File: src/rtl/lock_pkg.sv
// Shared definitions for the combination lock.
//   STATE_W      : width of the matched-digit counter (0..CODE_LEN)
//   DEF_CODE_LEN : default number of code digits
//   DEF_CODE     : default packed code, first digit in the top nibble
//   UNLOCKED     : state encoding of the open lock for the default code
//   code_digit() : extracts digit k of a packed code
package lock_pkg;

    localparam int          STATE_W      = 3;
    localparam int          DEF_CODE_LEN = 7;
    localparam logic [27:0] DEF_CODE     = 28'h0913011;

    // The open state is simply "all digits matched".
    function automatic logic [STATE_W-1:0] unlocked_state(input int code_len);
        return STATE_W'(code_len);
    endfunction

    localparam logic [STATE_W-1:0] UNLOCKED = unlocked_state(DEF_CODE_LEN);

    // Digit k lives at CODE[4*(code_len-1-k) +: 4]. Indices past the end
    // return 0 so the caller can evaluate this for every state value.
    function automatic logic [3:0] code_digit(input logic [27:0] code,
                                              input int          code_len,
                                              input int          k);
        logic [3:0] digit;
        digit = 4'd0;
        for (int i = 0; i < 7; i++) begin
            if (i == k && k < code_len) begin
                digit = code[4*(code_len-1-i) +: 4];
            end
        end
        return digit;
    endfunction

endpackage

File: src/rtl/edge_sync.sv
// Two-flop synchronizer followed by a rising-edge detector.
//   clk   : sampling clock
//   rst   : asynchronous active-high reset, clears all three flops
//   d     : asynchronous level input
//   pulse : one-cycle pulse per 0->1 transition of the synchronized level
module edge_sync (
    input  logic clk,
    input  logic rst,
    input  logic d,
    output logic pulse
);

    logic ksync1_q = 1'b0;
    logic ksync2_q = 1'b0;
    logic kprev_q  = 1'b0;
    logic ksync1_d;
    logic ksync2_d;
    logic kprev_d;

    always_comb begin
        ksync1_d = d;
        ksync2_d = ksync1_q;
        kprev_d  = ksync2_q;
    end

    always_ff @(posedge clk or posedge rst) begin
        if (rst) begin
            ksync1_q <= 1'b0;
            ksync2_q <= 1'b0;
            kprev_q  <= 1'b0;
        end else begin
            ksync1_q <= ksync1_d;
            ksync2_q <= ksync2_d;
            kprev_q  <= kprev_d;
        end
    end

    // High for exactly one cycle however long the input stays high.
    assign pulse = ksync2_q & ~kprev_q;

endmodule

File: src/rtl/de0_nano_soc_baseline.sv
// Combination lock top level for the DE0-Nano-SoC baseline project.
//   CLOCK_50 : system clock, single domain
//   KEY[0]   : asynchronous active-high reset
//   KEY[1]   : enter button, a 0->1 transition enters the digit on SW
//   SW[3:0]  : digit to enter
//   LED[6:0] : thermometer of matched digits
//   LED[7]   : unlocked indicator
// A press first sampled at edge n moves the state at n+2 and the
// registered LEDs at n+3. Once unlocked, only reset closes the lock.
module de0_nano_soc_baseline
    import lock_pkg::*;
#(
    parameter int          CODE_LEN = DEF_CODE_LEN,
    parameter logic [27:0] CODE     = DEF_CODE
) (
    input  logic       CLOCK_50,
    input  logic [1:0] KEY,
    input  logic [3:0] SW,
    output logic [7:0] LED
);

    localparam logic [STATE_W-1:0] OPEN_ST = unlocked_state(CODE_LEN);

    logic rst;
    logic enter;

    logic [3:0]         swsync1_q = 4'd0;
    logic [3:0]         swsync2_q = 4'd0;
    logic [STATE_W-1:0] state_q   = '0;
    logic [7:0]         led_q     = 8'h00;
    logic [3:0]         swsync1_d;
    logic [3:0]         swsync2_d;
    logic [STATE_W-1:0] state_d;
    logic [7:0]         led_d;
    logic [3:0]         cur_digit;
    logic [3:0]         first_digit;

    assign rst = KEY[0];

    edge_sync u_key_sync (
        .clk   (CLOCK_50),
        .rst   (rst),
        .d     (KEY[1]),
        .pulse (enter)
    );

    always_comb begin
        swsync1_d   = SW;
        swsync2_d   = swsync1_q;
        cur_digit   = code_digit(CODE, CODE_LEN, int'(state_q));
        first_digit = code_digit(CODE, CODE_LEN, 0);

        // The state counts matched digits. A wrong digit that equals the
        // first code digit restarts the match at one instead of zero.
        state_d = state_q;
        if (enter && state_q != OPEN_ST) begin
            if (swsync2_q == cur_digit) begin
                state_d = state_q + 1'b1;
            end else if (swsync2_q == first_digit) begin
                state_d = STATE_W'(1);
            end else begin
                state_d = '0;
            end
        end

        led_d = 8'h00;
        for (int j = 0; j < 7; j++) begin
            led_d[j] = (j < CODE_LEN) && (int'(state_q) > j);
        end
        led_d[7] = (state_q == OPEN_ST);
    end

    always_ff @(posedge CLOCK_50 or posedge rst) begin
        if (rst) begin
            swsync1_q <= 4'd0;
            swsync2_q <= 4'd0;
            state_q   <= '0;
            led_q     <= 8'h00;
        end else begin
            swsync1_q <= swsync1_d;
            swsync2_q <= swsync2_d;
            state_q   <= state_d;
            led_q     <= led_d;
        end
    end

    assign LED = led_q;

endmodule

File: config.mk
export PLATFORM = sky130hd
export DESIGN_NAME = de0_nano_soc_baseline
export DESIGN_NICKNAME = d
export VERILOG_FILES = /design/src/rtl/lock_pkg.sv /design/src/rtl/edge_sync.sv /design/src/rtl/de0_nano_soc_baseline.sv
export SDC_FILE = /design/constraint.sdc
export NUM_CORES = 1
export LEC_CHECK = 0
export CELL_PAD_IN_SITES_DETAIL_PLACEMENT = 1
export CELL_PAD_IN_SITES_GLOBAL_PLACEMENT = 1
export CORE_ASPECT_RATIO = 0.7
export CORE_MARGIN = 5
export CORE_UTILIZATION = 39
export DETAILED_ROUTE_END_ITERATION = 7
export PLACE_DENSITY = 0.81
export SETUP_SLACK_MARGIN = 0.4
export SLEW_MARGIN = 20
export SYNTH_ARGS = -nofsm -noshare
export SYNTH_HDL_FRONTEND = slang
export SYNTH_SLANG_ARGS = --single-unit
File: constraint.sdc
create_clock -name CLOCK_50 -period 2.7 [get_ports CLOCK_50]
set_clock_uncertainty 0.2 [all_clocks]
set_input_delay 0.54 -clock CLOCK_50 [delete_from_list [all_inputs] [get_ports CLOCK_50]]
set_output_delay 0.54 -clock CLOCK_50 [all_outputs]
set_load 0.005 [all_outputs]
==> flow_summary_export.csv <==
group,metric,value,unit
outcome,status,"complete, no violations",
clocking,clock_latency,0.30,ns
final_layout,postLayoutCellArea,1180,um2
global_route,overflow,0,
global_route,track_usage,10.7,%
yosys,syn_avg_cell_area,13.0,um2
final_layout,fillers,204,
routing,vias,566,
final_layout,diodes,0,
yosys,netlist_instances,63,
worst_setup_path,crit_path_end_kind,"flip-flop",
routing,drc,0,
clocking,cts_sinks,22,
routing,firstDrtPassIters,3,
floorplan,core_area,1940,um2
routing,first_iter_violations,5,
worst_setup_path,arrival,2.22,ns
place,dp_hpwl,1.14,mm
worst_hold_path,hold_path_class,"flip-flop to flip-flop",
power,power,0.603,mW
timing,maxSlewHeadroom,78.3,%
worst_hold_path,whs_path_depth,0,
worst_setup_path,r2r_cells,7,
floorplan,start_util,42.4,%
yosys,synth.area.top_cells,"dfrtp_1 (67%), ha_1 (9.1%), nand2_1 (2.7%)",
worst_setup_path,crit_type,"flip-flop to flip-flop",
yosys,yosysTopAreaCell,"dfrtp_1",
yosys,yosysTopAreaCellShare,67.1,%
global_route,grt_max_degree,23,
place,gp_congestion,0.819,
final_layout,fin_nets,101,
clocking,cts_root_buf,"clkbuf_4",
worst_setup_path,cp-start-kind,"flip-flop",
timing,rsz0062_at_grt,"true",
yosys,synth_cell_types,22,
timing,max_freq,450,MHz
worst_setup_path,critPathMaxFanout,4,
yosys,ys_ff_latch,22,
global_route,antenna_found_initial,0,
clocking,htreeDepth,1,
worst_setup_path,rr_startpoint,"state_q[1]",
power,ir_drop,0.361,mV
final_layout,fin_cells,109,
clocking,cts_tree,"done",
floorplan,die_y,48.4,um
global_route,grt_pass1_wl,2.59,mm
worst_setup_path,worstPathRequired,2.70,ns
timing,fin_crit_sh,82.3,%
clocking,cts_max_path_buffers,2,
floorplan,die_w,64.8,um
floorplan,num_io_pins,15,
power,leakagePower,0.505,nW
worst_hold_path,worst_hold_path.endpoint,"swsync2_q[2]",
yosys,seq_area_frac_synth,67.1,%
routing,ant_nets,0,
final_layout,area_growth,44.2,%
routing,post_drt_wl_per_cell,15.3,um
timing,drv_slew,0,
place,place_ws,0.329,ns
worst_hold_path,hold_path.startpoint,"swsync1_q[2]",
worst_setup_path,ff2ff_setup_slack,0.48,ns
place,dpl_cell_area,996,um2
yosys,syn_area,821,um2
place,numPlacedInstances,100,
floorplan,die_area,3140,um2
routing,drt_wl_total,1.67,mm
yosys,yosys_warnings,0,
clocking,cts_made_buffers,3,
floorplan,rows,13,
timing,finalSetupViolCount,0,
clocking,clk_pin_slew,0.11,ns
timing,tns,0,ns
timing,finalCriticalPeriod,2.22,ns
flow_run,cap_violations,0,
timing,fin_ws,0.478,ns
global_route,grt_pass1_vias,564,
yosys,syn_nets,76,
routing,vias_per_cell,5.19,
final_layout,drive_gt1_share,31.0,%
timing,hold_violations,0,
worst_setup_path,r2r-end,"state_q[0]",
power,p_per_area,510,nW/um2
timing,worst_pin_slew,0.323,ns
place,numPortBuffers,14,
==> final cells by class <==
cell class | instances | area, um2 | share of cell area, %
clock buffers | 4 | 36.3 | 3.07
inverters | 4 | 15.0 | 1.27
multi-input cells | 37 | 354 | 29.9
flip-flops and latches | 22 | 554 | 46.8
well taps | 22 | 27.5 | 2.33
repair buffers | 20 | 196 | 16.6
==> cell families (layout without fill, tap and decap cells) <==
kind of cell             count (synthesis)  in the layout  share of synthesized area (%)
buffers and inverters                    4             28                           1.83
flip-flops                              22             22                           67.1
adder cells (fa/ha/maj)                  6              6                           9.15
AND/OR/NAND/NOR                         18             18                           10.5
AO/OA/AOI/OAI                           10             10                           8.23
XOR/XNOR                                 3              3                           3.20
==> Yosys cell counts (all sizes together) <==
cell type  instances
a2111oi            1
a21oi              1
a311o              1
and2               1
dfrtp             22
ha                 6
inv                4
nand2              6
nand3              1
nand4              1
nor2               5
nor3               2
nor4b              1
o21ai              4
o22ai              1
o311ai             1
o31ai              1
or4                1
xnor2              1
xor2               2
==> cell usage in the layout (no fill, tap or decap), types with 2 or more instances in the layout <==
cell type / netlist / routed
nor3_1: 2 / 2
inv_1: 3 / 2
clkdlybuf4s50_1: 0 / 14
ha_4: 0 / 2
clkbuf_4: 0 / 3
ha_2: 0 / 2
dfrtp_2: 0 / 3
buf_4: 0 / 3
o21ai_0: 3 / 3
nor2_1: 5 / 4
nand2_1: 6 / 6
inv_2: 1 / 2
dfrtp_1: 22 / 19
ha_1: 6 / 2
buf_6: 0 / 3
==> per-stage QoR <==
stage / hold WS, ns / util [%]
CTS: 0.164 / 54.1
global route: 0.178 / 61.2
detailed placement: 0.136 / 51.5
floorplan: 0.131 / -
finish: 0.159 / 61.2
global placement: 0.132 / 51.5
==> worst max-delay path by stage <==
stage / slack (ns) / cells after the start / to / start
after floorplan: 0.59 / 7 / state_q[0] / state_q[0]
after global placement: 0.42 / 7 / state_q[0] / state_q[0]
after detailed placement: 0.33 / 7 / state_q[0] / state_q[0]
after CTS: 0.41 / 7 / state_q[0] / state_q[1]
after global routing: 0.40 / 8 / state_q[2] / state_q[1]
final: 0.48 / 7 / state_q[0] / state_q[1]
==> critical path, cell delays in order, from the launching register on <==
cell and delay [ns]:
dfrtp_2 0.44, buf_6 0.14, ha_4 0.17, a2111oi_4 0.33, o21ai_2 0.13, xor2_2 0.20, a311o_1 0.41, o311ai_4 0.10
==> flip-flops by register name, indices dropped and copies added, names as in the netlist <==
register	cells
LED	8
u_key_sync.kprev_q	1
swsync1_q	4
u_key_sync.kprev_d	1
swsync2_q	4
u_key_sync.ksync1_q	1
state_q	3
==> layer usage <==
metal  global-route usage (%)  up-vias  wire, um
met3                     4.38        2        97
met4                     1.75        0        15
met5                        0        -         0
li1                         -      262         -
met2                     19.7       18       877
met1                     11.5      284       674
==> power breakdown <==
group          internal, mW  switching [mW]
Sequential            0.343         0.00730
Combinational        0.0397          0.0404
Clock                0.0822          0.0906
==> what timing repair did <==
action                     4_1_cts  5_1_grt
hold buffers                     0        0
setup endpoints to repair        2        3
pin swaps                        0        8
gates resized for setup          2       21
buffers inserted                 1        4
(Power assumes the default switching activity.)
